### src/rtl/sram_log_sequencer.sv
// sram_log_sequencer: buffers telemetry samples in a small FIFO and logs
// them to consecutive SRAM words over the interface CMD/STATUS handshake.
// Optional readback (`SRAM_LOG_READBACK_EN) streams the log out again.
// Ports: CLK_48MHZ/RESET (async, active low); SAMPLE_* valid/ready input;
// LOG_CLEAR, DUMP_REQ pulses; DUMP_* readback stream; ADDRESS_OUT,
// DATA_OUT, CMD_OUT, CHIP_SELECT_OUT, STATUS_IN, DATA_READ_IN to the SRAM
// interface; WORD_COUNT, LOG_FULL, OVERFLOW, ERROR status.
module sram_log_sequencer #(
    parameter int FIFO_DEPTH = 4,
    parameter int TIMEOUT    = 15
) (
    input  logic        CLK_48MHZ,
    input  logic        RESET,
    input  logic [15:0] SAMPLE_DATA,
    input  logic        SAMPLE_VALID,
    output logic        SAMPLE_READY,
    input  logic        LOG_CLEAR,
    input  logic        DUMP_REQ,
    output logic [15:0] DUMP_DATA,
    output logic        DUMP_VALID,
    input  logic        DUMP_READY,
    output logic        DUMP_DONE,
    output logic [17:0] ADDRESS_OUT,
    output logic [15:0] DATA_OUT,
    output logic [1:0]  CMD_OUT,
    output logic        CHIP_SELECT_OUT,
    input  logic        STATUS_IN,
    input  logic [15:0] DATA_READ_IN,
    output logic [19:0] WORD_COUNT,
    output logic        LOG_FULL,
    output logic        OVERFLOW,
    output logic        ERROR
);

    localparam int AW = $clog2(FIFO_DEPTH);

    typedef enum logic [2:0] {
        IDLE, ISSUE, WAIT_HI, WAIT_LO, RD_OUT
    } state_t;

    state_t state, state_nx;

    logic [15:0]   mem [FIFO_DEPTH];
    logic [AW-1:0] wr_ptr, rd_ptr;
    logic [AW:0]   occ;
    // cnt doubles as the write pointer: wp = cnt[18:0], cnt[19] = full
    logic [19:0]   cnt;
    logic [18:0]   rp, addr_q;
    logic [15:0]   data_q;
    logic [7:0]    tmo;
    logic          is_wr, ovf_q, err_q, dump_act;
    logic          fifo_empty, fifo_full, log_full, push, clear;
    logic          pop, discard, go_wr, go_rd, wr_done;
    logic          rd_cap, rd_acc, tmo_hit, tmo_now;

    assign fifo_empty = (occ == '0);
    assign fifo_full  = (occ == (AW+1)'(FIFO_DEPTH));
    assign log_full   = cnt[19];
    assign push       = SAMPLE_VALID && !log_full && !fifo_full;
    assign clear      = LOG_CLEAR && (state == IDLE) && fifo_empty;
    assign tmo_now    = (tmo == 8'(TIMEOUT));

    assign SAMPLE_READY    = log_full || !fifo_full;
    assign ADDRESS_OUT     = addr_q[17:0];
    assign CHIP_SELECT_OUT = addr_q[18];
    assign DATA_OUT        = data_q;
    assign WORD_COUNT      = cnt;
    assign LOG_FULL        = log_full;
    assign OVERFLOW        = ovf_q;
    assign ERROR           = err_q;

    always_ff @(posedge CLK_48MHZ or negedge RESET) begin
        if (!RESET) state <= IDLE;
        else        state <= state_nx;
    end

    always_comb begin
        state_nx = state;
        pop      = 1'b0;
        discard  = 1'b0;
        go_wr    = 1'b0;
        go_rd    = 1'b0;
        wr_done  = 1'b0;
        rd_cap   = 1'b0;
        rd_acc   = 1'b0;
        tmo_hit  = 1'b0;
        unique case (state)
            IDLE: begin
                if (!fifo_empty && !log_full) begin
                    pop      = 1'b1;
                    go_wr    = 1'b1;
                    state_nx = ISSUE;
                end else begin
                    // entries stranded by a full log are dropped
                    discard = !fifo_empty;
                    if (dump_act) begin
                        go_rd    = 1'b1;
                        state_nx = ISSUE;
                    end
                end
            end
            ISSUE: state_nx = WAIT_HI;
            WAIT_HI: begin
                if (STATUS_IN) begin
                    state_nx = WAIT_LO;
                end else if (tmo_now) begin
                    tmo_hit  = 1'b1;
                    state_nx = IDLE;
                end
            end
            WAIT_LO: begin
                if (!STATUS_IN) begin
                    wr_done  = is_wr;
                    rd_cap   = !is_wr;
                    state_nx = is_wr ? IDLE : RD_OUT;
                end else if (tmo_now) begin
                    tmo_hit  = 1'b1;
                    state_nx = IDLE;
                end
            end
            RD_OUT: begin
                if (DUMP_READY) begin
                    rd_acc   = 1'b1;
                    state_nx = IDLE;
                end
            end
            default: state_nx = IDLE;
        endcase
    end

    always_ff @(posedge CLK_48MHZ) begin
        if (push) mem[wr_ptr] <= SAMPLE_DATA;
    end

    always_ff @(posedge CLK_48MHZ or negedge RESET) begin
        if (!RESET) begin
            wr_ptr <= '0;
            rd_ptr <= '0;
            occ    <= '0;
            cnt    <= '0;
            addr_q <= '0;
            data_q <= '0;
            tmo    <= '0;
            is_wr  <= 1'b0;
            ovf_q  <= 1'b0;
            err_q  <= 1'b0;
        end else begin
            if (push) wr_ptr <= wr_ptr + 1'b1;
            if (pop || discard) rd_ptr <= rd_ptr + 1'b1;
            if (pop) data_q <= mem[rd_ptr];
            case ({push, pop || discard})
                2'b10:   occ <= occ + 1'b1;
                2'b01:   occ <= occ - 1'b1;
                default: occ <= occ;
            endcase
            if (go_wr || go_rd) tmo <= 8'd1;
            else if (state != IDLE && state != RD_OUT) tmo <= tmo + 1'b1;
            if (go_wr) begin
                is_wr  <= 1'b1;
                addr_q <= cnt[18:0];
            end
            if (go_rd) begin
                is_wr  <= 1'b0;
                addr_q <= rp;
            end
            if (wr_done) cnt <= cnt + 1'b1;
            if (clear) begin
                cnt   <= '0;
                ovf_q <= 1'b0;
            end
            if ((SAMPLE_VALID && log_full) || discard) ovf_q <= 1'b1;
            if (tmo_hit) err_q <= 1'b1;
        end
    end

`ifdef SRAM_LOG_READBACK_EN
    logic [15:0] ddata_q;
    logic        dvalid_q, done_q;

    assign CMD_OUT    = (state == ISSUE) ? (is_wr ? 2'd2 : 2'd1) : 2'd0;
    assign DUMP_DATA  = ddata_q;
    assign DUMP_VALID = dvalid_q;
    assign DUMP_DONE  = done_q;

    always_ff @(posedge CLK_48MHZ or negedge RESET) begin
        if (!RESET) begin
            dump_act <= 1'b0;
            rp       <= '0;
            ddata_q  <= '0;
            dvalid_q <= 1'b0;
            done_q   <= 1'b0;
        end else begin
            done_q <= 1'b0;
            if (DUMP_REQ && !dump_act) begin
                if (cnt == '0) begin
                    done_q <= 1'b1;
                end else begin
                    dump_act <= 1'b1;
                    rp       <= '0;
                end
            end
            if (rd_cap) begin
                ddata_q  <= DATA_READ_IN;
                dvalid_q <= 1'b1;
            end
            if (rd_acc) begin
                dvalid_q <= 1'b0;
                rp       <= rp + 1'b1;
                // cnt may have grown from interleaved writes
                if ({1'b0, rp} + 20'd1 == cnt) begin
                    done_q   <= 1'b1;
                    dump_act <= 1'b0;
                end
            end
            if (tmo_hit && dump_act) begin
                done_q   <= 1'b1;
                dump_act <= 1'b0;
            end
            if (clear) dump_act <= 1'b0;
        end
    end
`else
    logic unused_rb;

    assign unused_rb  = ^{DUMP_REQ, DATA_READ_IN};
    assign dump_act   = 1'b0;
    assign rp         = '0;
    assign CMD_OUT    = (state == ISSUE) ? 2'd2 : 2'd0;
    assign DUMP_DATA  = '0;
    assign DUMP_VALID = 1'b0;
    assign DUMP_DONE  = 1'b0;
`endif

endmodule

### config.mk
export PLATFORM = sky130hd
export DESIGN_NAME = sram_log_sequencer
export DESIGN_NICKNAME = d
export VERILOG_FILES = /design/src/rtl/sram_log_sequencer.sv
export SDC_FILE = /design/constraint.sdc
export NUM_CORES = 1
export LEC_CHECK = 0
export ABC_CLOCK_PERIOD_IN_PS = 4950
export BUFFER_PORTS_ARGS = -buffer_cell sky130_fd_sc_hd__buf_2
export CAP_MARGIN = 20
export CORE_ASPECT_RATIO = 0.9
export CORE_MARGIN = 2
export CORE_UTILIZATION = 50
export CTS_BUF_LIST = sky130_fd_sc_hd__clkbuf_4 sky130_fd_sc_hd__clkbuf_8 sky130_fd_sc_hd__clkbuf_16
export CTS_CLUSTER_SIZE = 10
export DETAILED_ROUTE_END_ITERATION = 7
export PLACE_DENSITY = 0.7
export SLEW_MARGIN = 20
export SYNTH_ARGS = -nofsm -noshare
export SYNTH_HDL_FRONTEND = slang
export SYNTH_SLANG_ARGS = --single-unit
### constraint.sdc
create_clock -name CLK_48MHZ -period 4.95 [get_ports CLK_48MHZ]
set_input_delay 0.99 -clock CLK_48MHZ [delete_from_list [all_inputs] [get_ports CLK_48MHZ]]
set_output_delay 0.99 -clock CLK_48MHZ [all_outputs]
set_load 0.005 [all_outputs]
==> results.cfg, run 1 <==
[outcome]
outcome = completed

[layout]
final_area_um2 = 6970
drive_gt1_share_pct = 32.5
multiInputGateArea_um2 = 1910
fill_cells = 904
antenna_cells = 0
nets = 526
final_util_pct = 60.5
area_growth_pct = 16.9
regArea_um2 = 3820

[synthesis]
yosysUniqueCellTypes = 47
synth_area_um2 = 5960
netlist_instances = 398
ys.flop_type = dfrtp_1
synth_edf_count = 64
synth_area_leaders = edfxtp_1 32%, dfrtp_1 32%, mux4_2 6.0%, mux2_2 4.5%, buf_4 2.9%
ys_async_sr_fraction_pct = 54.3
synth_top_area_share_pct = 32.2
seq_area_frac_synth_pct = 64.1
synth_largest_area_cell = edfxtp_1
yosys_warnings = 0
avgSynthCellArea_um2 = 15.0
ys_ff_latch = 140

[clock_tree]
cts_tree = done
cts_made_buffers = 17
cts-resized-gates = 0
cts_num_sinks = 140
postCtsHoldBufs = 0
cts_buffer_depth = 2
path_clk_slew_ns = 0.06
clk-insertion-delay-late_ns = 0.41
htreeDepth = 4
cts_setup_buffers = 0
cts-root-buf = clkbuf_16

[route]
drt-met1-wl_mm = 4.72
initialDrtViolationCount = 239
drtAntennaViolNets = 0
vias = 3471
wl_met3_um = 692
drc = 0
routedWlPerCell_um = 16.8
drt-pass1-iter-count = 4
totalWireLength_mm = 10.9
viasPerCell = 5.36
top_layer = met4
wl_met2_mm = 5.40

[floorplan]
die-area_um2 = 12800
fp.dieW_um = 119
num_rows = 37
start_util_pct = 51.7
die_h_um = 108
io_pins = 118
core_area_um2 = 11500

[global_routing]
grt_max_degree = 77
grt-ovfl-total = 0
track_usage_pct = 18.4
grt_pass1_wl_mm = 18.0
grt_antenna_before_repair = 1
grt_pass1_vias = 3560

[placed_design]
postPlaceCellArea_um2 = 6380
gp_congestion = 0.726
post-place-ws_ns = 2.22
dpl.hpwl_mm = 6.77
portBuffers = 81

[setup_path]
required_ns = 5.23
reg2reg_to = addr_q[4]
critPathKind = flip-flop to flip-flop
critPathLaunch = state[1]
startpoint_type = flip-flop
rrSetupSlack_ns = 2.20
critPathArrivalTime_ns = 3.03
crit_path_end = addr_q[4]
end_kind = flip-flop
rr_worst_depth = 4
worstPathMaxFanout = 30
r2r_start = state[1]

[timing]
fin_crit_sh_pct = 55.6
relSlewSlack_pct = 33.8
worst_slack_ns = 2.20
hold_viol = 0
clock_skew_ns = 0.00983
drv_slew = 0
min_period_ns = 2.75
fmax_mhz = 364
worst_pin_slew_ns = 0.985
setup_viol = 0
rsz0062_at_grt = false
setup_tns_ns = 0

[power]
p_comb_share_pct = 23.8
p_int_w = 0.00272
cellPowerDensity_nw_per_um2 = 552
ir_worst_vdd_mv = 0.365
clockPowerShare_pct = 32.5
p_sw_w = 0.00113
swShare_pct = 29.3
p_leak_nw = 2.96
seq_power_share_pct = 43.7

[run]
maxCapViolCount = 0

[min_path]
hp-class = flip-flop to flip-flop
-- logic make-up after synthesis --
kind of cell / count (synthesis) / synth area share [%]
AND/OR/NAND/NOR: 94 / 9.67
other: 1 / 0.0629
adder cells (fa/ha/maj): 8 / 1.80
flip-flops: 140 / 64.1
multiplexers: 53 / 13.0
buffers and inverters: 47 / 4.95
XOR/XNOR: 17 / 2.50
AO/OA/AOI/OAI: 38 / 3.86
-- flip-flops by register name, indices dropped and copies added (netlist names) --
register    cells
ERROR           1
OVERFLOW        1
mem            64
is_wr           1
occ             3
addr_q         19
DATA_OUT       16
WORD_COUNT     20
wr_ptr          2
rd_ptr          2
state           3
tmo             8
-- synthesized netlist by cell type, types with 2 or more instances --
cell and n:
buf_6 3, nand2_1 18, inv_1 8, or3_1 5, xor2_1 11, mux2_2 24
nand4_1 9, nand2b_1 2, or2_1 2, buf_2 8, and2_1 6, buf_4 23
xnor2_1 6, and4_1 2, nor3_1 4, o31ai_1 9, mux2_1 12, nand3_1 8
or2_2 3, or4_1 9, a21oi_1 15, dfrtp_1 76, o21ai_0 9, clkbuf_1 5
ha_1 7, and3_1 3, mux4_2 16, nor2_1 13, edfxtp_1 64
-- stage by stage --
step           power, W  hold WS [ns]  cells
2_1_floorplan   0.00235         0.460    416
3_5_place_dp    0.00264         0.469    616
4_1_cts         0.00390         0.484    648
5_1_grt         0.00408         0.493    648
6_report        0.00385         0.477    648
3_3_place_gp    0.00259         0.454    616
-- layout by cell type (no fill, tap or decap), types with 4 or more instances in the layout --
cell,netlist,final
xnor2_1,6,6
clkbuf_16,0,17
nand2_1,18,18
or4_1,9,9
ha_1,7,7
mux2_2,24,24
mux4_2,16,16
buf_2,8,80
and2_1,6,6
mux2_1,12,12
or3_1,5,5
inv_1,8,8
a21oi_1,15,15
conb_1,1,19
nand3_1,8,8
xor2_1,11,11
edfxtp_1,64,64
dfrtp_1,76,76
o31ai_1,9,9
o21ai_0,9,9
nor2_1,13,13
nor3_1,4,4
nand4_1,9,9
inv_6,0,4
-- cell type report --
| class | count | area share [%] |
|---|---|---|
| flip-flops and latches | 140 | 54.9 |
| well taps | 156 | 2.80 |
| inverters | 8 | 0.431 |
| clock buffers | 17 | 6.10 |
| clock inverters | 15 | 2.32 |
| multi-input cells | 229 | 27.4 |
| repair buffers | 83 | 6.07 |
-- worst min path at each step --
stage	from	endpoint	slack, ns	depth (start not counted)
4_1_cts	addr_q[8]	addr_q[8]	0.48	1
2_1_floorplan	OVERFLOW	OVERFLOW	0.46	2
5_1_grt	addr_q[8]	addr_q[8]	0.49	1
3_5_place_dp	addr_q[8]	addr_q[8]	0.47	1
3_3_place_gp	OVERFLOW	OVERFLOW	0.45	2
6_report	addr_q[17]	addr_q[17]	0.48	1
-- power groups by stage --
stage | Sequential [W] | Combinational, W | Clock [W]
5_1_grt | 0.00172 | 0.00102 | 0.00134
4_1_cts | 0.00169 | 0.000937 | 0.00128
6_report | 0.00168 | 0.000916 | 0.00125
3_5_place_dp | 0.00170 | 0.000931 | 0
2_1_floorplan | 0.00164 | 0.000712 | 0
3_3_place_gp | 0.00169 | 0.000900 | 0
-- worst max-delay path: stages, from the launching register on --
cell,delay [ns]
dfrtp_1,0.49
or2_1,0.42
nor4_4,0.79
buf_4,0.52
mux2_2,0.40
-- routing by layer --
layer  track usage (%)  vias to the layer above
met3              6.46                        8
met1              23.6                     1754
met5                 0                        -
met4              5.02                        0
li1                  -                     1605
met2              30.0                      104
No activity file was read; power rests on OpenSTA's default activity.
==> inputs of run 2 (changes only) <==
ABC_CLOCK_PERIOD_IN_PS = 2550   (was 4950)
clock period = 2.55 ns   (was 4.95 ns; I/O delays follow)
==> results.cfg, run 2 (synthesized netlist as in run 1, its figures left out) <==
[setup_path]
crit_top_cell = xor2_1
cp_cell_sequence = or2_1 > nor3_1 > ha_1 > inv_1 > fa_1 > xor2_1 > nor2_1 > xor2_1
crit_path_end = occ[2]
rrSetupSlack_ns = 0.37
critPathLaunch = state[0]
crit_family = simple AND/OR/NAND/NOR gates
end_kind = flip-flop
worstPathMaxFanout = 9
slowest_delay_ns = 0.48
required_ns = 2.90
startpoint_type = flip-flop
critPathArrivalTime_ns = 2.52
worst-path-stages = 8
reg2reg_to = occ[2]
cp_num_buf_inv = 1
critPathKind = flip-flop to flip-flop
rr_worst_depth = 8
r2r_start = state[0]
slowest_stage = dfrtp_1

[power]
ir_worst_vdd_mv = 0.648
swShare_pct = 27.6
cellPowerDensity_nw_per_um2 = 1100
p_int_w = 0.00571
seq_power_share_pct = 40.4
p_leak_nw = 3.08
p_comb_share_pct = 24.8
clockPowerShare_pct = 34.8
p_sw_w = 0.00218

[timing]
fmax_mhz = 459
hold_viol = 0
setup_tns_ns = 0
clock_skew_ns = 0.00659
worst_pin_slew_ns = 0.733
relSlewSlack_pct = 51.1
holdWs_ns = 0.0876
worst_slack_ns = 0.371
drv_slew = 0
rsz0062_at_grt = false
min_period_ns = 2.18
setup_viol = 0
fin_crit_sh_pct = 85.4

[floorplan]
die_h_um = 108
io_pins = 118
die-area_um2 = 12800
core_area_um2 = 11500
start_util_pct = 51.7
fp.dieW_um = 119
num_rows = 37

[clock_tree]
cts_buffer_depth = 2
cts_made_buffers = 17
cts-root-buf = clkbuf_16
cts-resized-gates = 0
cts_num_sinks = 140
htreeDepth = 4
path_clk_slew_ns = 0.06
cts_tree = done
cts_setup_buffers = 0
postCtsHoldBufs = 0
clk-insertion-delay-late_ns = 0.42

[layout]
largest_reg_flops = 64
drive_gt1_share_pct = 34.5
nets = 539
final_cell_mix = 80 x buf_2, 76 x dfrtp_1, 64 x edfxtp_1
final_area_um2 = 7170
final_cells = 661
max_flop_register = mem
area_growth_pct = 20.3
final_common_cell = buf_2
antenna_cells = 0

[placed_design]
dpl.hpwl_mm = 6.95
gp_congestion = 0.743
place_inst = 629
post-place-ws_ns = 0.380
postPlaceCellArea_um2 = 6500
portBuffers = 81

[route]
routedWlPerCell_um = 16.8
drc = 0
vias = 3539
drtAntennaViolNets = 0
totalWireLength_mm = 11.1
drt-pass1-iter-count = 5
initialDrtViolationCount = 167
viasPerCell = 5.35

[global_routing]
track_usage_pct = 18.8
grt_antenna_before_repair = 0
grt_pass1_wl_mm = 18.0
use_met3_pct = 5.93
grt.busiest_layer = met2
met2_usage_pct = 30.7
grt_max_degree = 42
grt_pass1_vias = 3568
grtUsageMet1_pct = 23.6
grt-ovfl-total = 0

[min_path]
hp-class = input pin to asynchronous set/reset pin

[run]
maxCapViolCount = 0

[outcome]
outcome = completed
## run 2: worst min-delay path by stage
stage,to,cells after the start
final,addr_q[16],1
after global routing,addr_q[16],1
after CTS,DATA_OUT[11],1
after detailed placement,ERROR,1
after global placement,addr_q[14],1
after floorplan,DATA_OUT[0],0
## run 2: metal layers
layer,up-vias,share of wire [%]
met4,0,1.9
met5,-,0
met2,110,49
met3,22,6.4
li1,1637,-
met1,1770,42
## run 2: power groups by stage
stage / Combinational [W] / Clock (W) / Sequential, W
after global placement: 0.00195 / 0 / 0.00320
after floorplan: 0.00138 / 0 / 0.00318
after CTS: 0.00201 / 0.00279 / 0.00319
after global routing: 0.00219 / 0.00289 / 0.00325
final: 0.00196 / 0.00275 / 0.00319
after detailed placement: 0.00199 / 0 / 0.00323
## run 2: worst reg2reg max path, cell delays in order (launching register included)
cell and delay [ns]:
dfrtp_1 0.48, or2_1 0.28, nor3_1 0.24, ha_1 0.25
inv_1 0.06, fa_1 0.38, xor2_1 0.15, nor2_1 0.12
xor2_1 0.15
## run 2: cell type report
| type | instances | area [um2] |
|---|---|---|
| clock buffers | 20 | 454 |
| well taps | 156 | 195 |
| multi-input cells | 229 | 1910 |
| flip-flops and latches | 140 | 3820 |
| clock inverters | 12 | 213 |
| repair buffers | 96 | 546 |
| fillers | 889 | 4360 |
| inverters | 8 | 30.0 |
## run 2: per-stage QoR
| step | utilization, % | power (W) |
|---|---|---|
| CTS | 62.2 | 0.00799 |
| floorplan | - | 0.00456 |
| global placement | 56.4 | 0.00515 |
| detailed placement | 56.4 | 0.00522 |
| finish | 62.2 | 0.00789 |
| global route | 62.2 | 0.00834 |
==> inputs of run 3 (changes only) <==
PLACE_DENSITY = 0.73   (was 0.7)
==> results.cfg, run 3 (synthesized netlist as in run 1, its figures left out) <==
[outcome]
outcome = completed

[global_routing]
grt_pass1_vias = 3532
grt-ovfl-total = 0
grt_antenna_before_repair = 0
track_usage_pct = 18.8
grtUsageMet1_pct = 23.2
met2_usage_pct = 31.3
grt.busiest_layer = met2
grt_pass1_wl_mm = 18.1
grt_max_degree = 40
use_met3_pct = 6.46

[power]
ir_worst_vdd_mv = 0.712
cellPowerDensity_nw_per_um2 = 1050
p_leak_nw = 3.02

[floorplan]
num_rows = 37
start_util_pct = 51.7
fp.dieW_um = 119
io_pins = 118
core_area_um2 = 11500
die-area_um2 = 12800
die_h_um = 108

[timing]
fmax_mhz = 453
min_period_ns = 2.21
rsz0062_at_grt = false
fin_crit_sh_pct = 86.6
relSlewSlack_pct = 52.2
setup_tns_ns = 0
drv_slew = 0
hold_viol = 0
worst_pin_slew_ns = 0.717
setup_viol = 0
clock_skew_ns = 0.00838

[clock_tree]
path_clk_slew_ns = 0.06
cts-resized-gates = 0
postCtsHoldBufs = 0
htreeDepth = 4
cts_buffer_depth = 2
cts_tree = done
cts-root-buf = clkbuf_16
cts_num_sinks = 140
cts_setup_buffers = 0
clk-insertion-delay-late_ns = 0.41
cts_made_buffers = 17

[setup_path]
slowest_stage = dfrtp_1
crit_top_cell = xor2_1
critPathKind = flip-flop to flip-flop
slowest_delay_ns = 0.49
critPathArrivalTime_ns = 2.54
cp_cell_sequence = or2_1 > nor3_1 > ha_1 > inv_1 > fa_1 > xor2_1 > nor2_1 > xor2_1
end_kind = flip-flop
cp_num_buf_inv = 1
crit_family = simple AND/OR/NAND/NOR gates
worstPathMaxFanout = 9
startpoint_type = flip-flop
required_ns = 2.88

[layout]
nets = 539
final_util_pct = 61.0
antenna_cells = 0
fill_cells = 877
area_growth_pct = 18.0
final_common_cell = buf_2
final_cells = 661
final_cell_mix = 80 x buf_2, 76 x dfrtp_1, 64 x edfxtp_1
max_flop_register = mem
drive_gt1_share_pct = 34.3
largest_reg_flops = 64

[route]
routedWlPerCell_um = 16.8
drt-pass1-iter-count = 4
totalWireLength_mm = 11.1
viasPerCell = 5.36
drc = 0
initialDrtViolationCount = 174
drtAntennaViolNets = 0
vias = 3540

[run]
maxCapViolCount = 0

[placed_design]
gp_congestion = 0.784
portBuffers = 81
dpl.hpwl_mm = 7.31
place_inst = 629

[min_path]
hp-class = input pin to asynchronous set/reset pin
==> run 3: worst register-to-register path, delay by kind of cell (launching register included) <==
kind | cells | cell delay (ns)
buffers and inverters | 1 | 0.06
AND/OR/NAND/NOR | 3 | 0.65
flip-flops | 1 | 0.49
adder cells (fa/ha/maj) | 2 | 0.62
XOR/XNOR | 2 | 0.30
==> run 3: where the power goes <==
group	total [W]	leakage, nW	internal, W	switching, W
clock network	0.00221	0.266	0.00128	0.000926
logic	0.00197	1.18	0.000988	0.000984
registers	0.00320	1.57	0.00291	0.000291
total	0.00738	3.02	0.00518	0.00220
==> run 3: final cells by class <==
| class | instances | area [um2] | area share [%] |
|---|---|---|---|
| sequential | 140 | 3820 | 54.4 |
| multi-input combinational | 229 | 1910 | 27.2 |
| timing repair buffer | 96 | 533 | 7.58 |
| clock buffer | 19 | 447 | 6.35 |
| tap | 156 | 195 | 2.78 |
| clock inverter | 13 | 93.8 | 1.33 |
| inverter | 8 | 30.0 | 0.427 |
==> run 3: metrics by stage <==
step	setup WS, ns	cell area [um2]	power, W	hold WS [ns]
2_1_floorplan	0.238	6030	0.00456	0.214
3_3_place_gp	0.424	6490	0.00513	0.462
3_5_place_dp	0.377	6490	0.00524	0.470
4_1_cts	0.350	7030	0.00749	0.0738
5_1_grt	0.165	7030	0.00780	0.0911
6_report	0.342	7030	0.00738	0.0670
==> run 3: final timing paths <==
kind | from | end | slack, ns | cells after the start
hold reg to reg | addr_q[17] | addr_q[17] | 0.48 | 1
max in group asynchronous | RESET | rd_ptr[0] | 1.88 | 2
setup / recovery | state[1] | occ[2] | 0.34 | 8
hold / removal | RESET | addr_q[12] | 0.07 | 1
setup reg to reg | state[1] | occ[2] | 0.34 | 8
min in group CLK_48MHZ | DUMP_READY | state[2] | 0.31 | 2
==> run 3: per-layer routing <==
layer  vias to the layer above  wire [um]
met2                        99       5610
met1                      1794       4840
met5                         -          0
li1                       1634          -
met3                        13        551
met4                         0        114
